$ cat config.mk
export PLATFORM = sky130hd
export DESIGN_NAME = lsu_mem_ctrl
export DESIGN_NICKNAME = d
export VERILOG_FILES = /design/src/rtl/lsu_pkg.sv /design/src/rtl/lsu_lane_merge.sv /design/src/rtl/lsu_mem_ctrl.sv
export SDC_FILE = /design/constraint.sdc
export NUM_CORES = 1
export LEC_CHECK = 0
export ABC_CLOCK_PERIOD_IN_PS = 1900
export CORE_MARGIN = 1.5
export CORE_UTILIZATION = 43
export CTS_BUF_LIST = sky130_fd_sc_hd__clkbuf_8
export DETAILED_ROUTE_END_ITERATION = 10
export PLACE_DENSITY = 0.89
export SETUP_SLACK_MARGIN = 0.2
export SYNTH_ARGS = -nofsm -noshare
export SYNTH_HDL_FRONTEND = slang
export SYNTH_HIERARCHICAL = 1
export SYNTH_SLANG_ARGS = --single-unit
$ cat constraint.sdc
create_clock -name clk -period 1.9 [get_ports clk]
set_input_delay 0.38 -clock clk [delete_from_list [all_inputs] [get_ports clk]]
set_output_delay 0.38 -clock clk [all_outputs]
set_load 0.03 [all_outputs]
$ cat src/rtl/lsu_pkg.sv
// Shared definitions for the load/store unit: access-size encodings,
// controller state encoding and the alignment rule used to reject requests.
package lsu_pkg;

   localparam logic [1:0] SIZE_BYTE = 2'b00;
   localparam logic [1:0] SIZE_HALF = 2'b01;
   localparam logic [1:0] SIZE_WORD = 2'b10;
   localparam logic [1:0] SIZE_RSVD = 2'b11;

   typedef enum logic [1:0] {
      IDLE  = 2'b00,
      READ  = 2'b01,
      WRITE = 2'b10,
      RESP  = 2'b11
   } lsu_state_t;

   // A request is rejected when its size is reserved or its byte lane does
   // not match the natural alignment of the access size.
   function automatic logic misaligned(input logic [1:0] size, input logic [1:0] lane);
      logic bad;
      case (size)
         SIZE_BYTE: bad = 1'b0;
         SIZE_HALF: bad = lane[0];
         SIZE_WORD: bad = (lane != 2'b00);
         default:   bad = 1'b1;
      endcase
      return bad;
   endfunction

endpackage

$ cat src/rtl/lsu_lane_merge.sv
// Byte-lane steering for the load/store unit. Purely combinational.
// Produces the word to write back for a store (sub-word data merged into the
// previously read word, little-endian lanes) and the extracted, sign- or
// zero-extended value for a load. Word accesses pass straight through.
import lsu_pkg::*;

module lsu_lane_merge (
   input  logic [31:0] word,
   input  logic [1:0]  lane,
   input  logic [1:0]  size,
   input  logic [31:0] wdata,
   input  logic        is_unsigned,
   output logic [31:0] merged,
   output logic [31:0] loaded
);

   logic [7:0]  sel_byte;
   logic [15:0] sel_half;

   // Lane selection, store merge and load extension in one pass
   always_comb begin
      merged   = word;
      loaded   = word;
      sel_byte = word[7:0];
      sel_half = lane[1] ? word[31:16] : word[15:0];
      case (lane)
         2'd0: sel_byte = word[7:0];
         2'd1: sel_byte = word[15:8];
         2'd2: sel_byte = word[23:16];
         default: sel_byte = word[31:24];
      endcase
      case (size)
         SIZE_BYTE: begin
            case (lane)
               2'd0: merged[7:0]   = wdata[7:0];
               2'd1: merged[15:8]  = wdata[7:0];
               2'd2: merged[23:16] = wdata[7:0];
               default: merged[31:24] = wdata[7:0];
            endcase
            loaded = is_unsigned ? {24'd0, sel_byte} : {{24{sel_byte[7]}}, sel_byte};
         end
         SIZE_HALF: begin
            if (lane[1]) merged[31:16] = wdata[15:0];
            else         merged[15:0]  = wdata[15:0];
            loaded = is_unsigned ? {16'd0, sel_half} : {{16{sel_half[15]}}, sel_half};
         end
         default: begin
            merged = wdata;
            loaded = word;
         end
      endcase
   end

endmodule

$ cat src/rtl/lsu_mem_ctrl.sv
// Load/store controller between the core and a word-addressed data memory.
// Accepts one request at a time in IDLE, reads the target word when a load
// or a sub-word store needs it, writes the (merged) word back, and returns a
// one-cycle response pulse with data or an error flag.
// Optional build macro LSU_BOUNDS_CHECK_EN: reject requests whose byte
// address has bits set above the memory range instead of wrapping.
import lsu_pkg::*;

module lsu_mem_ctrl #(
   parameter int ADDR_W = 5
) (
   input  logic              clk,
   input  logic              rst_n,
   input  logic              req_valid,
   output logic              req_ready,
   input  logic              req_we,
   input  logic [31:0]       req_addr,
   input  logic [1:0]        req_size,
   input  logic              req_unsigned,
   input  logic [31:0]       req_wdata,
   output logic              resp_valid,
   output logic [31:0]       resp_rdata,
   output logic              resp_err,
   output logic [ADDR_W-1:0] mem_address,
   output logic [31:0]       mem_wd,
   output logic              mem_we,
   input  logic [31:0]       mem_rd
);

   lsu_state_t        state, state_next;
   logic              lat_we, lat_unsigned, lat_err;
   logic [1:0]        lat_size, lat_lane;
   logic [31:0]       lat_wdata, held_word;
   logic [ADDR_W-1:0] lat_index;
   logic              req_err;
   logic [31:0]       merged_word, loaded_word;

   assign mem_address = lat_index;

   // Decide in IDLE whether the incoming request must be rejected
   always_comb begin
      req_err = misaligned(req_size, req_addr[1:0]);
`ifdef LSU_BOUNDS_CHECK_EN
      if ((req_addr >> (ADDR_W + 2)) != 32'd0) req_err = 1'b1;
`endif
   end

   // State register; reset abandons any in-flight request
   always_ff @(posedge clk or negedge rst_n) begin
      if (!rst_n) state <= IDLE;
      else        state <= state_next;
   end

   // Capture the request on acceptance and the memory word during READ
   always_ff @(posedge clk or negedge rst_n) begin
      if (!rst_n) begin
         lat_we       <= 1'b0;
         lat_unsigned <= 1'b0;
         lat_err      <= 1'b0;
         lat_size     <= SIZE_BYTE;
         lat_lane     <= 2'd0;
         lat_wdata    <= 32'd0;
         lat_index    <= '0;
         held_word    <= 32'd0;
      end else begin
         if (state == IDLE && req_valid) begin
            lat_we       <= req_we;
            lat_unsigned <= req_unsigned;
            lat_err      <= req_err;
            lat_size     <= req_size;
            lat_lane     <= req_addr[1:0];
            lat_wdata    <= req_wdata;
            lat_index    <= req_addr[ADDR_W+1:2];
         end
         if (state == READ) held_word <= mem_rd;
      end
   end

   lsu_lane_merge u_lane_merge (
      .word        (held_word),
      .lane        (lat_lane),
      .size        (lat_size),
      .wdata       (lat_wdata),
      .is_unsigned (lat_unsigned),
      .merged      (merged_word),
      .loaded      (loaded_word)
   );

   // Next-state selection and per-state outputs
   always_comb begin
      state_next = state;
      req_ready  = 1'b0;
      resp_valid = 1'b0;
      resp_rdata = 32'd0;
      resp_err   = 1'b0;
      mem_we     = 1'b0;
      mem_wd     = 32'd0;
      case (state)
         IDLE: begin
            req_ready = 1'b1;
            if (req_valid) begin
               if (req_err)                  state_next = RESP;
               else if (!req_we)             state_next = READ;
               else if (req_size == SIZE_WORD) state_next = WRITE;
               else                          state_next = READ;
            end
         end
         READ: begin
            state_next = lat_we ? WRITE : RESP;
         end
         WRITE: begin
            mem_we     = 1'b1;
            mem_wd     = merged_word;
            state_next = RESP;
         end
         RESP: begin
            resp_valid = 1'b1;
            resp_err   = lat_err;
            resp_rdata = (lat_err || lat_we) ? 32'd0 : loaded_word;
            state_next = IDLE;
         end
         default: state_next = IDLE;
      endcase
   end

endmodule

==> metrics.md, run 1 <==
| Metric | Value |
|---|---|
| Status | complete, but fails checks |
| Failing checks | DRC, setup timing |
| Area contributors post-synth | dfrtp_1, mux2_2, and2_1 |
| Async S/R FF share, synth | 100% |
| Global-route wire length before repair | 31100 um |
| Crit path max fanout | 8 |
| Mapped Nets | 592 |
| Max Root-Sink Buffers | 2 |
| Wire per inst | 24.8 um |
| FILL cells | 718 |
| Cell Count Post-Placement | 806 |
| Fin. max-slew vios | 0 |
| Startpoint Class | register |
| Worst setup EP type | primary output |
| Peak VDD IR | 960 uV |
| Vias in the first global route | 5434 |
| Vias per cell | 6.33 |
| Area leader, netlist | dfrtp_1 |
| Via Count | 5357 |
| Crit-path cells | or2_4, o21bai_4, o41a_4, nand2_2, and2_4, buf_6 |
| Predominant post-synthesis flop cell | dfrtp_1 |
| Die ar. | 0.0126 mm2 |
| Die Height | 112 um |
| Comb power frac | 71.2% |
| Int Pwr | 9.58 mW |
| Initial DRC Count | 765 |
| Yosys warns | 6 |
| Final #Nets | 806 |
| Buffers on Ports | 150 |
| Final setup vio count | 65 |
| Slew headroom | 71.9% |
| Placer congestion estimate | 1.05 |
| Hold Path Class | in2async |
| Dpl hpwl | 12800 um |
| RSZ-0062 raised after global routing | yes |
| Overall power | 17.5 mW |
| Number of nets with antenna violations after routing | 0 |
| GR Util All Layers | 32.3% |
| Initial antenna violation count | 0 |
| DRC | 2 |
| Sequential power share | 20.6% |
| Setup ws final | -711 ps |
| CTS H-tree lvls | 3 |
| Mapped cell area | 0.00513 mm2 |
| Setup WS pre-CTS | -550 ps |
| Area grow syn2layout | 63.2% |
| Syn_area_per_cell | 10.6 um2 |
| Crit path largest cell delay | 540 ps |
| Diode count | 0 |
| I/O pins | 176 |
| Highest clock rate | 383 MHz |
| Reg2reg setup slack | 220 ps |
| GRT met2 Usage | 51.1% |
| Skew final | 9.88 ps |
| CTS tree | done |
| # Max-Cap Violations | 0 |
| Cts bufs inserted | 9 |
| Largest net degree at the start of global routing | 41 |
| WP data required | 1520 ps |
| Met1 Usage GRT | 40.4% |
| Yosys top cell area share | 38.1% |
| Final cell count without fillers | 846 |
| Fin. Hold Viols | 0 |
| GRT busiest layer | met2 |
| RR Endpoint | held_word[27]$_DFFE_PN0N_ |
| Clock Latency Late Sink | 380 ps |
| Clock sink total | 78 |
| Worst-path clk slew | 90 ps |
| EDFF count, synth | 0 |
| Core area | 0.0115 mm2 |
| CP Data Arrival Time | 2230 ps |
| Row count | 39 |
| Slowest stage cell, crit path | o41a_4 |
| R2r worst-path depth | 4 |
| Distinct cell type count after synthesis | 46 |
| Crit Path Category | reg2out |
| Register area share after synthesis | 38.1% |
| Final worst-path cycle share | 137% |
| Starting Density | 44.5% |
| Congestion Overflow GR | 0 |
| Pleak | 3.76 nW |
| Die Width | 112 um |
| #FFs+latches synth | 78 |
| Share of layout cells above drive strength 1 | 56.0% |
| Clock power share | 8.2% |
| Reg2reg start | state[1]$_DFFE_PN0P_ |
| Met3 Usage GRT | 9.02% |
| NetSw | 7.94 mW |
| Slew at the pin with the worst max-slew slack | 421 ps |
| Post-Syn Instances | 484 |
| Crit path time final | 2610 ps |
| DRT Pass-1 Iters | 11 |
| Clk root buf | clkbuf_8 |
| Net Sw Frac | 45.3% |
| Routed WL | 20900 um |
| Min Hold Slack | 472 ps |
| Pwr per Cell Area | 2090 mW/mm2 |
==> metal layers <==
metal / share of wire [%] / up-vias / wire length, um
li1: - / 2178 / -
met1: 37 / 2599 / 7800
met2: 47 / 459 / 9800
met3: 10 / 121 / 2130
met4: 5.8 / 0 / 1210
met5: 0 / - / 0
==> synthesized netlist by cell type, types with 9 or more instances <==
cell / n
o22ai_1: 9
dfrtp_1: 78
mux2_2: 83
a221o_1: 10
a22o_1: 9
nor2_1: 10
buf_2: 10
o221ai_1: 14
mux2i_1: 30
nand2_1: 53
and2_1: 65
clkbuf_1: 16
inv_1: 14
==> power groups by stage <==
stage	registers, mW	logic (mW)	clock network, mW
finish	3.61	12.5	1.44
global route	3.66	12.9	1.52
CTS	3.47	11.5	1.45
detailed placement	3.45	9.59	0
global placement	3.39	9.33	0
floorplan	3.34	6.32	0
==> worst max-delay path by stage <==
stage                            startpoint             end  slack, ps
floorplan           lat_size[1]$_DFFE_PN0P_  resp_rdata[22]       -200
global placement    lat_size[0]$_DFFE_PN0P_       mem_wd[9]       -450
detailed placement  lat_size[0]$_DFFE_PN0P_       mem_wd[8]       -550
CTS                 lat_lane[0]$_DFFE_PN0P_  resp_rdata[16]       -700
global route        lat_lane[0]$_DFFE_PN0P_  resp_rdata[16]       -740
finish              lat_size[0]$_DFFE_PN0P_  resp_rdata[25]       -710
==> cell families after synthesis <==
kind of cell	synth area share (%)
fa+ha+maj	1.22
mux	27.2
buf+inv	5.10
flops	38.1
compound gates	12.0
simple gates	16.4
==> state kept, by name (all words and copies together) (netlist names) <==
signal	flops
lat_lane	2
lat_unsigned	1
lat_wdata	32
state	2
mem_address	5
lat_size	2
held_word	32
lat_we	1
lat_err	1
==> worst max-delay path, delay by kind of cell (launching register included) <==
kind	cells	cell delay [ps]
flip-flops	1	420
AO/OA/AOI/OAI	2	760
buffers and inverters	1	120
AND/OR/NAND/NOR	3	540
==> repair_timing <==
item | CTS | global route
setup endpoints to repair | 112 | 110
gates cloned | 2 | 3
hold endpoints to repair | 28 | 0
hold buffers | 1 | 0
pin swaps | 60 | 13
buffers inserted | 15 | 3
gates resized for setup | 199 | 18
==> cells in the final DEF, fill, tap and decap left out, types with 3 or more instances in the layout <==
cell             netlist  final
dlygate4sd2_1          0      5
a22o_1                 9      8
ha_4                   0      3
a221o_1               10     10
buf_12                 0      9
nor2_2                 0      5
o22ai_1                9      9
buf_8                  0      4
a222oi_1               7      7
o221ai_1              14     12
mux2_2                83     76
dfrtp_1               78     75
nand2_2                1     14
nand2_1               53     37
dfrtp_2                0      3
mux4_2                 7      7
and2_4                 0     63
nor2_1                10      4
a21oi_2                0      3
mux2i_1               30     25
mux2i_2                0      4
clkbuf_8               0     10
clkdlybuf4s50_1        0     76
buf_6                  6     84
inv_1                 14     14
nand3_1                4      3
mux2_4                 0      7
buf_4                  2     55
nor2b_1                7      7
a211oi_1               8      3
a211oi_2               0      5
==> final cells by class <==
type                    count  area, um2  share of cell area (%)
multi-input cells         355       3430                    41.1
repair buffers            239       2510                    30.0
flip-flops and latches     78       1960                    23.4
well taps                 143        179                    2.14
clock buffers              10        138                    1.65
clock inverters             6       87.6                    1.05
inverters                  15       63.8                   0.763
==> through the flow <==
step / instance area [um2] / TNS, ps / utilization (%)
after CTS: 8190 / -35970 / 71.1
after detailed placement: 7180 / -18300 / 62.4
after floorplan: 5340 / -4050 / -
final: 8370 / -38630 / 72.6
after global routing: 8370 / -41820 / 72.6
after global placement: 7180 / -15590 / 62.4
Power figures use the tool's default switching activity.
==> inputs of run 2 (changes only) <==
--- a/config.mk
+++ b/config.mk
@@ -8,5 +8,5 @@
 export ABC_CLOCK_PERIOD_IN_PS = 1900
 export CORE_MARGIN = 1.5
-export CORE_UTILIZATION = 43
+export CORE_UTILIZATION = 42
 export CTS_BUF_LIST = sky130_fd_sc_hd__clkbuf_8
 export DETAILED_ROUTE_END_ITERATION = 10
@@ -15,4 +15,3 @@
 export SYNTH_ARGS = -nofsm -noshare
 export SYNTH_HDL_FRONTEND = slang
-export SYNTH_HIERARCHICAL = 1
 export SYNTH_SLANG_ARGS = --single-unit
==> constraint.sdc (replaced) <==
create_clock -name clk -period 1.9 [get_ports clk]
set_input_delay 0.19 -clock clk [delete_from_list [all_inputs] [get_ports clk]]
set_output_delay 0.19 -clock clk [all_outputs]
set_load 0.03 [all_outputs]
==> metrics.md, run 2 <==
| Metric | Value |
|---|---|
| Pleak | 3.63 nW |
| DRT Pass-1 Iters | 5 |
| Syn_area_per_cell | 10.1 um2 |
| Starting Density | 43.5% |
| Area grow syn2layout | 74.1% |
| Slew at the pin with the worst max-slew slack | 457 ps |
| Clock sink total | 78 |
| Reg2reg start | state[0]$_DFFE_PN0P_ |
| Register area share after synthesis | 41.0% |
| CTS tree | done |
| Worst setup EP type | primary output |
| Failing checks | setup timing |
| CTS H-tree lvls | 3 |
| CP Data Arrival Time | 2090 ps |
| Overall power | 16.3 mW |
| FILL cells | 668 |
| Mapped Nets | 578 |
| Final setup vio count | 65 |
| Peak VDD IR | 1280 uV |
| Buffers on Ports | 150 |
| Core Util, Final | 75.8% |
| Vias in the first global route | 5103 |
| RSZ-0062 raised after global routing | yes |
| Slew headroom | 69.5% |
| Predominant post-synthesis flop cell | dfrtp_1 |
| Max Root-Sink Buffers | 2 |
| Via Count | 4925 |
| Crit path max fanout | 8 |
| Share of layout cells above drive strength 1 | 52.5% |
| Crit Path Category | reg2out |
| Area contributors post-synth | dfrtp_1, mux2_2, mux2i_1 |
| Yosys top cell area share | 41.0% |
| Congestion Overflow GR | 0 |
| Skew final | 14.1 ps |
| Distinct cell type count after synthesis | 46 |
| Core area | 0.0109 mm2 |
| Register area | 0.00195 mm2 |
| Clk root buf | clkbuf_8 |
| RR Endpoint | lat_wdata[15]$_DFFE_PN0P_ |
| WP data required | 1710 ps |
| Cts bufs inserted | 9 |
| Die Width | 109 um |
| Highest clock rate | 438 MHz |
| Initial antenna violation count | 0 |
| Final worst-path cycle share | 120% |
| Wire per inst | 23.0 um |
| Dpl hpwl | 12500 um |
| Reg2reg setup slack | 80 ps |
| Startpoint Class | register |
| Global-route wire length before repair | 28300 um |
| DRC | 0 |
| Top cells by count, synth | dfrtp_1, mux2_2, nand2_1, o21ai_0, o22ai_1 |
| Area leader, netlist | dfrtp_1 |
| R2r worst-path depth | 9 |
| Setup WS pre-CTS | -167 ps |
| Status | complete, but fails checks |
| Crit path time final | 2280 ps |
| EDFF count, synth | 0 |
| Die Height | 109 um |
| Async S/R FF share, synth | 100% |
| GR Util All Layers | 32.0% |
| Hold Path Class | in2async |
| Initial DRC Count | 407 |
| Fin. max-slew vios | 0 |
| Most common cell after layout, fill and taps aside | clkdlybuf4s50_1 |
| Vias per cell | 6.05 |
| Final #Nets | 778 |
| Fin. Hold Viols | 0 |
| Largest net degree at the start of global routing | 48 |
| Diode count | 0 |
| Cell with the most instances after synthesis | dfrtp_1 |
| #FFs+latches synth | 78 |
| Row count | 38 |
| Yosys warns | 0 |
| Die ar. | 0.0120 mm2 |
| Setup ws final | -385 ps |
| I/O pins | 176 |
| # Max-Cap Violations | 0 |
| Number of nets with antenna violations after routing | 0 |
| Footprint of the multi-input gates | 0.00349 mm2 |
| Clock Latency Late Sink | 370 ps |
| Worst-path clk slew | 80 ps |
| Most frequent cells in the layout | clkdlybuf4s50_1, buf_6, dfrtp_1 |
| Routed WL | 18800 um |
| Pwr per Cell Area | 1970 mW/mm2 |
| Mapped cell area | 0.00476 mm2 |
| Placer congestion estimate | 0.914 |
| Post-Syn Instances | 471 |
run 2: final cells by class:
type | count | area share (%)
Clock buffer | 9 | 1.49
Clock inverter | 5 | 0.347
Inverter | 13 | 0.619
Multi-Input combinational cell | 344 | 42.1
Sequential cell | 78 | 23.6
Tap cell | 140 | 2.11
Timing Repair Buffer | 225 | 29.7
run 2: how the worst max path moves through the flow:
stage	slack (ps)	to	startpoint
floorplan	90	resp_rdata[21]	state[1]$_DFFE_PN0P_
global placement	-100	mem_wd[1]	lat_lane[0]$_DFFE_PN0P_
detailed placement	-170	mem_wd[4]	lat_lane[0]$_DFFE_PN0P_
CTS	-380	resp_rdata[18]	lat_lane[0]$_DFFE_PN0P_
global route	-460	resp_rdata[4]	state[0]$_DFFE_PN0P_
finish	-380	resp_rdata[1]	state[0]$_DFFE_PN0P_
run 2: stage by stage:
stage	hold WS, ps	TNS [ps]	std cells	instance area, um2
after floorplan	-106	0	471	5180
after global placement	153	-715	768	6930
after detailed placement	161	-1040	768	6930
after CTS	310	-15840	810	8120
after global routing	341	-21060	814	8290
final	297	-16690	814	8290
run 2: repair_timing:
item / CTS / global route
hold endpoints to repair: 31 / 0
cloned: 4 / 0
setup endpoints to repair: 102 / 112
hold buffers: 1 / 0
buffers inserted: 23 / 4
pin swaps: 31 / 3
gates resized for setup: 255 / 37
run 2: where the power goes:
| part | internal (mW) | leakage [nW] | total, mW | switching [mW] |
|---|---|---|---|---|
| sequential | 2.52 | 0.922 | 3.88 | 1.36 |
| clock | 0.452 | 0.0845 | 1.07 | 0.618 |
| combinational | 5.72 | 2.62 | 11.4 | 5.66 |
| total | 8.69 | 3.63 | 16.3 | 7.64 |
run 2: cells by family after synthesis:
| logic type | Yosys count | synth area share [%] |
|---|---|---|
| adders and majority gates | 4 | 1.05 |
| DFF | 78 | 41.0 |
| AOI/OAI and AO/OA | 135 | 19.7 |
| buffers and inverters | 49 | 4.63 |
| muxes | 102 | 23.4 |
| and+or+nand+nor | 103 | 10.2 |
run 2: critical path, stage by stage, from the launching register on:
cell and delay (ps):
dfrtp_2 420, ha_4 150, buf_6 90, buf_6 80
buf_6 90, nor3b_4 180, buf_6 190, o21ai_2 70
a221oi_2 240, buf_4 220
run 2: routing by layer:
| metal | wire (um) | track usage [%] |
|---|---|---|
| met5 | 0 | 0 |
| met4 | 850 | 16.2 |
| met3 | 1280 | 5.75 |
| met2 | 9170 | 52.9 |
| met1 | 7470 | 39.9 |
==> inputs of run 3 (changes only) <==
- GPL_TIMING_DRIVEN: unset -> 1
==> results of run 3 <==
No change in the layout: final DEF, timing and power equal those of run 2.
